--- src/rtl/trap_ctrl_pkg.sv ---
// Shared constants for the trap controller: register map, trap-entry address, FSM encodings.
package trap_ctrl_pkg;

    localparam logic [31:0] TRAPC_BASE = 32'h0000_0200;
    // Address of the core's trap-entry store; kept outside the register window.
    localparam logic [31:0] TRAP_ADDR  = 32'h0000_0100;

    typedef logic [2:0] reg_off_t;

    localparam reg_off_t TRAPC_PEND  = 3'd0;
    localparam reg_off_t TRAPC_ENAB  = 3'd1;
    localparam reg_off_t TRAPC_ACTV  = 3'd2;
    localparam reg_off_t TRAPC_EPC   = 3'd3;
    localparam reg_off_t TRAPC_CAUSE = 3'd4;

    localparam logic [1:0] ST_IDLE    = 2'd0;
    localparam logic [1:0] ST_REQ     = 2'd1;
    localparam logic [1:0] ST_SERVICE = 2'd2;

endpackage

--- src/rtl/trap_ctrl_if.sv ---
// Core data-bus view seen by the trap controller (snooped stores plus register reads).
interface trap_ctrl_if;
    logic        strobe;
    logic        mem_rw;
    logic [31:0] d_addr;
    logic [31:0] wdata;
    logic [31:0] rdata;
    logic        sel;

    modport master (output strobe, mem_rw, d_addr, wdata, input rdata, sel);
    modport slave  (input strobe, mem_rw, d_addr, wdata, output rdata, sel);
endinterface

--- src/rtl/trap_ctrl_prio.sv ---
// Lowest-set-bit encoder used to pick the serviced interrupt source.
module trap_prio #(
    parameter int NIRQ = 8
) (
    input  logic [NIRQ-1:0] i_req,
    output logic [4:0]      o_idx,
    output logic            o_valid
);

    always_comb begin
        o_idx   = '0;
        o_valid = 1'b0;
        for (int i = NIRQ - 1; i >= 0; i--) begin
            if (i_req[i]) begin
                o_idx   = 5'(i);
                o_valid = 1'b1;
            end
        end
    end

endmodule

--- src/rtl/trap_ctrl.sv ---
// Interrupt/trap controller: edge-detected pending latch, enable mask, trap handshake
// via snooped trap-entry store, and a small memory-mapped register window.
module trap_ctrl
    import trap_ctrl_pkg::*;
#(
    parameter int          NIRQ = 8,
    parameter logic [31:0] BASE = TRAPC_BASE
) (
    input  logic            clk,
    input  logic            reset_n,
    input  logic [NIRQ-1:0] i_irq,
    trap_ctrl_if.slave      bus,
    output logic            o_trap
);

    logic [NIRQ-1:0] r_irq_q;
    logic [NIRQ-1:0] r_pending;
    logic [NIRQ-1:0] r_enable;
    logic [NIRQ-1:0] r_active;
    logic [31:0]     r_epc;
    logic [4:0]      r_cause;
    logic            r_trap;
    logic [1:0]      r_state;

    logic [31:0]     w_off;
    logic            w_hit;
    reg_off_t        w_roff;
    logic            w_wr;
    logic            w_wr_pend;
    logic            w_wr_enab;
    logic            w_wr_actv;
    logic [NIRQ-1:0] w_rise;
    logic [NIRQ-1:0] w_pe;
    logic [4:0]      w_idx;
    logic            w_valid;
    logic            w_capture;
    logic [NIRQ-1:0] w_onehot;
    logic [NIRQ-1:0] w_w1c;
    logic [NIRQ-1:0] w_pend_nxt;

    assign w_off  = bus.d_addr - BASE;
    assign w_hit  = (w_off < 32'd5);
    assign w_roff = w_off[2:0];
    assign w_wr   = bus.strobe & bus.mem_rw;

    assign w_wr_pend = w_wr & w_hit & (w_roff == TRAPC_PEND);
    assign w_wr_enab = w_wr & w_hit & (w_roff == TRAPC_ENAB);
    assign w_wr_actv = w_wr & w_hit & (w_roff == TRAPC_ACTV);

    assign w_rise = i_irq & ~r_irq_q;
    assign w_pe   = r_pending & r_enable;

    trap_prio #(.NIRQ(NIRQ)) u_prio (
        .i_req   (w_pe),
        .o_idx   (w_idx),
        .o_valid (w_valid)
    );

    assign w_capture = (r_state == ST_REQ) & w_wr & (bus.d_addr == TRAP_ADDR) & w_valid;
    assign w_onehot  = NIRQ'(1) << w_idx;
    assign w_w1c     = w_wr_pend ? bus.wdata[NIRQ-1:0] : '0;

    // New edges are OR-ed in last so they survive both W1C and capture clears.
    assign w_pend_nxt = (r_pending & ~w_w1c & ~(w_capture ? w_onehot : '0)) | w_rise;

    assign bus.sel = bus.strobe & ~bus.mem_rw & w_hit;

    always_comb begin
        bus.rdata = '0;
        if (bus.sel) begin
            case (w_roff)
                TRAPC_PEND:  bus.rdata = 32'(r_pending);
                TRAPC_ENAB:  bus.rdata = 32'(r_enable);
                TRAPC_ACTV:  bus.rdata = 32'(r_active);
                TRAPC_EPC:   bus.rdata = r_epc;
                TRAPC_CAUSE: bus.rdata = 32'(r_cause);
                default:     bus.rdata = '0;
            endcase
        end
    end

    always_ff @(posedge clk) begin
        if (!reset_n) begin
            r_irq_q   <= '0;
            r_pending <= '0;
            r_enable  <= '0;
            r_active  <= '0;
            r_epc     <= '0;
            r_cause   <= '0;
            r_trap    <= 1'b0;
            r_state   <= ST_IDLE;
        end else begin
            r_irq_q   <= i_irq;
            r_pending <= w_pend_nxt;
            if (w_wr_enab) r_enable <= bus.wdata[NIRQ-1:0];
            if (w_wr_actv) r_active <= '0;

            case (r_state)
                ST_IDLE: begin
                    if ((|w_pe) && (r_active == '0)) begin
                        r_state <= ST_REQ;
                        r_trap  <= 1'b1;
                    end
                end
                ST_REQ: begin
                    if (w_capture) begin
                        r_epc    <= bus.wdata;
                        r_cause  <= w_idx;
                        r_active <= w_onehot;
                        r_trap   <= 1'b0;
                        r_state  <= ST_SERVICE;
                    end else if (!(|w_pe)) begin
                        r_trap  <= 1'b0;
                        r_state <= ST_IDLE;
                    end
                end
                ST_SERVICE: begin
                    if (w_wr_actv) r_state <= ST_IDLE;
                end
                default: begin
                    r_trap  <= 1'b0;
                    r_state <= ST_IDLE;
                end
            endcase
        end
    end

    assign o_trap = r_trap;

endmodule

--- src/flat_wrapper.sv ---
// flat-port wrapper written by rule: the top's interface ports become plain ports
module trap_ctrl_flat import trap_ctrl_pkg::*;
#(
    parameter int          NIRQ = 8,
    parameter logic [31:0] BASE = TRAPC_BASE
)
  (clk, reset_n, i_irq, o_trap, bus_strobe, bus_mem_rw, bus_d_addr, bus_wdata, bus_rdata, bus_sel);
  trap_ctrl_if bus_i ();
  input  logic clk;
  input  logic reset_n;
  input  logic [NIRQ-1:0] i_irq;
  output logic o_trap;
  input wire logic [$bits(bus_i.strobe)-1:0] bus_strobe;
  input wire logic [$bits(bus_i.mem_rw)-1:0] bus_mem_rw;
  input wire logic [$bits(bus_i.d_addr)-1:0] bus_d_addr;
  input wire logic [$bits(bus_i.wdata)-1:0] bus_wdata;
  output wire logic [$bits(bus_i.rdata)-1:0] bus_rdata;
  output wire logic [$bits(bus_i.sel)-1:0] bus_sel;
  assign bus_i.strobe = bus_strobe;
  assign bus_i.mem_rw = bus_mem_rw;
  assign bus_i.d_addr = bus_d_addr;
  assign bus_i.wdata = bus_wdata;
  assign bus_rdata = bus_i.rdata;
  assign bus_sel = bus_i.sel;
  trap_ctrl #(.NIRQ(NIRQ), .BASE(BASE)) u_core (.clk(clk), .reset_n(reset_n), .i_irq(i_irq), .bus(bus_i), .o_trap(o_trap));
endmodule
--- config.mk ---
export PLATFORM = sky130hd
export DESIGN_NAME = trap_ctrl_flat
export DESIGN_NICKNAME = d
export VERILOG_FILES = /design/src/rtl/trap_ctrl_pkg.sv /design/src/rtl/trap_ctrl_if.sv /design/src/rtl/trap_ctrl_prio.sv /design/src/rtl/trap_ctrl.sv /design/src/flat_wrapper.sv
export SDC_FILE = /design/constraint.sdc
export NUM_CORES = 1
export LEC_CHECK = 0
export BUFFER_PORTS_ARGS = -buffer_cell sky130_fd_sc_hd__buf_2
export CORE_UTILIZATION = 50
export CTS_BUF_LIST = sky130_fd_sc_hd__clkbuf_2 sky130_fd_sc_hd__clkbuf_4 sky130_fd_sc_hd__clkbuf_8
export CTS_CLUSTER_SIZE = 30
export DETAILED_ROUTE_END_ITERATION = 7
export PLACE_DENSITY_LB_ADDON = 0.12
export REMOVE_ABC_BUFFERS = 1
export SETUP_SLACK_MARGIN = 0.05
export SLEW_MARGIN = 20
export SYNTH_ARGS = -nofsm -noshare
export SYNTH_HDL_FRONTEND = slang
export SYNTH_SLANG_ARGS = --single-unit
--- constraint.sdc ---
create_clock -name clk -period 14.8 [get_ports clk]
set_input_delay 3.7 -clock clk [delete_from_list [all_inputs] [get_ports clk]]
set_output_delay 3.7 -clock clk [all_outputs]
set_load 0.005 [all_outputs]
==> flow_metrics.py <==
metrics = {
    "cells_and_area": {
        "regArea_um2": 1401,
        "fillerInstances": 685,
        "final_nets": 649,
        "layout_commonest_cell": "nand2_1",
        "final_cell_mix": "nand2_1 (118), buf_2 (109), dfxtp_1 (70)",
        "multi_input_area_um2": 2355,
        "drive_gt1_share_pct": 26.00,
        "antennaDiodeCount": 0,
        "syn_to_final_growth_pct": 20.60,
    },
    "timing": {
        "finalHoldViolations": 0,
        "final.setup.tns_ps": 0,
        "rsz0062_at_grt": "no",
        "worst_pin_slew_ps": 890.7,
        "maxSlewHeadroom_pct": 40.18,
        "drv_slew": 0,
        "fmax_mhz": 96.10,
        "setup_viol": 0,
        "finClkSkew_ps": 9.932,
        "fin_crit_ps": 10410,
        "timing.final.crit_share_pct": 70.31,
    },
    "critical_path": {
        "required_ps": 11100,
        "path_max_fanout": 30,
        "cp-start-kind": "input port",
        "cp.arrival_ps": 6710,
        "crit_path_end_kind": "primary output",
        "crit_type": "input port to primary output",
    },
    "drt": {
        "drt_first_iter_violations": 217,
        "wl_per_cell_um": 15.11,
        "drt_wl_total_mm": 10.22,
        "ant_nets": 0,
        "dr.pass1.iters": 5,
        "drc": 0,
        "routed_via_density": 5.701,
        "vias": 3854,
    },
    "yosys": {
        "ys_types": 56,
        "ys_seq_area_share_pct": 36.11,
        "ys_ff_latch": 70,
        "syn_area_per_cell_um2": 8.206,
        "synth_flop_cell": "dfxtp_1",
        "synth_largest_area_cell": "dfxtp_1",
        "netlist_instances": 473,
        "synth_edf_count": 0,
        "synthTopCellsByArea": "dfxtp_1 (36%), nand2_1 (11%), a21boi_0 (6.6%)",
        "synth_top_area_share_pct": 36.11,
        "syn_area_um2": 3881,
        "async_flop_share_pct": 0,
        "yosysWarnings": 0,
    },
    "job": {
        "cap_violations": 0,
    },
    "global_route": {
        "antenna_found_initial": 0,
        "grt_usage_pct": 26.48,
        "gr-usage-met2_pct": 45.04,
        "use_met3_pct": 5.753,
        "grt_pass1_wl_mm": 17.57,
        "grt_pass1_vias": 3684,
        "busiest_layer": "met2",
        "grt_max_degree": 73,
        "met1_usage_pct": 34.00,
        "overflow": 0,
    },
    "clock_tree": {
        "htree_levels": 3,
        "cts_made_buffers": 9,
        "ctsHoldBuffers": 0,
        "cts_buffer_depth": 2,
        "path_clk_slew_ps": 90,
        "cts_root_buffer": "clkbuf_8",
        "tritoncts": "yes",
        "cts_resized": 0,
        "post_cts_buffers": 0,
        "clock_latency_ps": 350,
        "clock_sinks": 70,
    },
    "worst_hold_path": {
        "hold_class": "register to register",
    },
    "power_and_ir_drop": {
        "swShare_pct": 28.08,
        "p_leak_nw": 1.998,
        "p_clk_share_pct": 39.0,
        "power.density_nw_per_um2": 81.55,
        "pwr-share-comb_pct": 9.8,
        "p_sw_w": 0.0001072,
        "p_int_w": 0.0002745,
        "ir_drop_v": 0.00006472,
        "total_power_w": 0.0003817,
        "pwr-share-seq_pct": 51.2,
    },
    "placed_design": {
        "dp.final_hpwl_mm": 7.270,
        "routabilityCongestion": 0.9254,
        "place.port_buffers": 109,
    },
    "floorplan": {
        "ios": 110,
        "fp.dieW_um": 90.11,
        "die_h_um": 90.11,
        "dieArea_um2": 8119,
        "core-area_um2": 7370,
        "start_util_pct": 52.67,
        "row_count": 31,
    },
    "outcome": {
        "outcome": "finished, final reports clean",
    },
}
-- cells in the mapped netlist (all sizes together), types with 3 or more instances --
master,n
and3b,5
nor4,15
mux2i,13
dfxtp,70
nand3,6
clkbuf,23
mux4,5
a21boi,34
nand2b,4
nand2,119
and2,11
a22oi,5
o22ai,8
o211a,3
nor4b,3
nor3,10
o21ai,12
nor2b,9
nand4b,4
a221oi,4
or3,3
a21oi,8
o211ai,3
nor2,9
and3,28
nand4,5
inv,10
xnor2,4
or4,7
a31oi,5
-- through the flow --
step / hold WS [ps] / instances / setup slack, ps / utilization [%] / cell area, µm²
5_1_grt: 481.0 / 676 / 4208 / 63.51 / 4681
4_1_cts: 464.3 / 676 / 4445 / 63.48 / 4678
3_5_place_dp: 451.8 / 660 / 4450 / 60.93 / 4491
6_report: 459.1 / 676 / 4394 / 63.51 / 4681
2_1_floorplan: 436.4 / 448 / 4141 / - / 3780
3_3_place_gp: 445.7 / 660 / 4530 / 60.85 / 4484
-- path summary, 6_finish.rpt --
path,from,end,slack [ps],depth (start not counted)
min reg2reg,u_core.r_epc[27],u_core.r_epc[27],460,2
max reg2reg,u_core.r_pending[0],u_core.r_active[4],12280,7
min,u_core.r_epc[27],u_core.r_epc[27],460,2
max,bus_d_addr[9],bus_rdata[7],4390,12
-- cell type report --
cell class,count,area share (%)
inverters,10,0.8019
repair buffers,113,12.30
multi-input cells,368,50.31
clock buffers,9,2.646
clock inverters,7,1.363
flip-flops and latches,70,29.94
well taps,99,2.646
-- power by group through the flow --
stage / Sequential [W] / Combinational [W] / Clock (W)
6_report: 0.000195 / 0.0000373 / 0.000149
2_1_floorplan: 0.000199 / 0.0000163 / 0
3_5_place_dp: 0.000200 / 0.0000369 / 0
5_1_grt: 0.000196 / 0.0000411 / 0.000160
4_1_cts: 0.000195 / 0.0000371 / 0.000151
3_3_place_gp: 0.000200 / 0.0000360 / 0
-- cell families (layout without fill, tap and decap cells) --
group / after synthesis / count (layout) / share of synthesized area [%]
XOR/XNOR: 5 / 5 / 1.128
buffers and inverters: 35 / 139 / 3.578
multiplexers: 18 / 18 / 6.254
adder cells (fa/ha/maj): 1 / 1 / 0.3223
AND/OR/NAND/NOR: 249 / 249 / 35.11
flip-flops: 70 / 70 / 36.11
AO/OA/AOI/OAI: 95 / 95 / 17.51
-- worst max-delay path, cell delays in order --
cell and delay (ps):
buf_2 130, inv_1 60, ha_1 200, or4b_2 630, nor3_1 290, nand4b_1 170, xnor2_1 150, or4_4 530
nor3_2 200, buf_4 290, and3b_1 230, buf_2 120
-- sequential cells by signal, summed over array words and instances (netlist names) --
| register | cells |
|---|---|
| u_core.o_trap | 1 |
| u_core.r_state | 2 |
| u_core.r_cause | 3 |
| u_core.r_epc | 32 |
| u_core.r_pending | 8 |
| u_core.r_irq_q | 8 |
| u_core.r_active | 8 |
| u_core.r_enable | 8 |
-- routing by layer --
| metal | wire length [µm] | vias to the layer above |
|---|---|---|
| met5 | 0 | - |
| met4 | 102 | 0 |
| met3 | 656 | 15 |
| met2 | 4901 | 148 |
| met1 | 4555 | 1781 |
| li1 | - | 1910 |
Power figures use the tool's default switching activity.
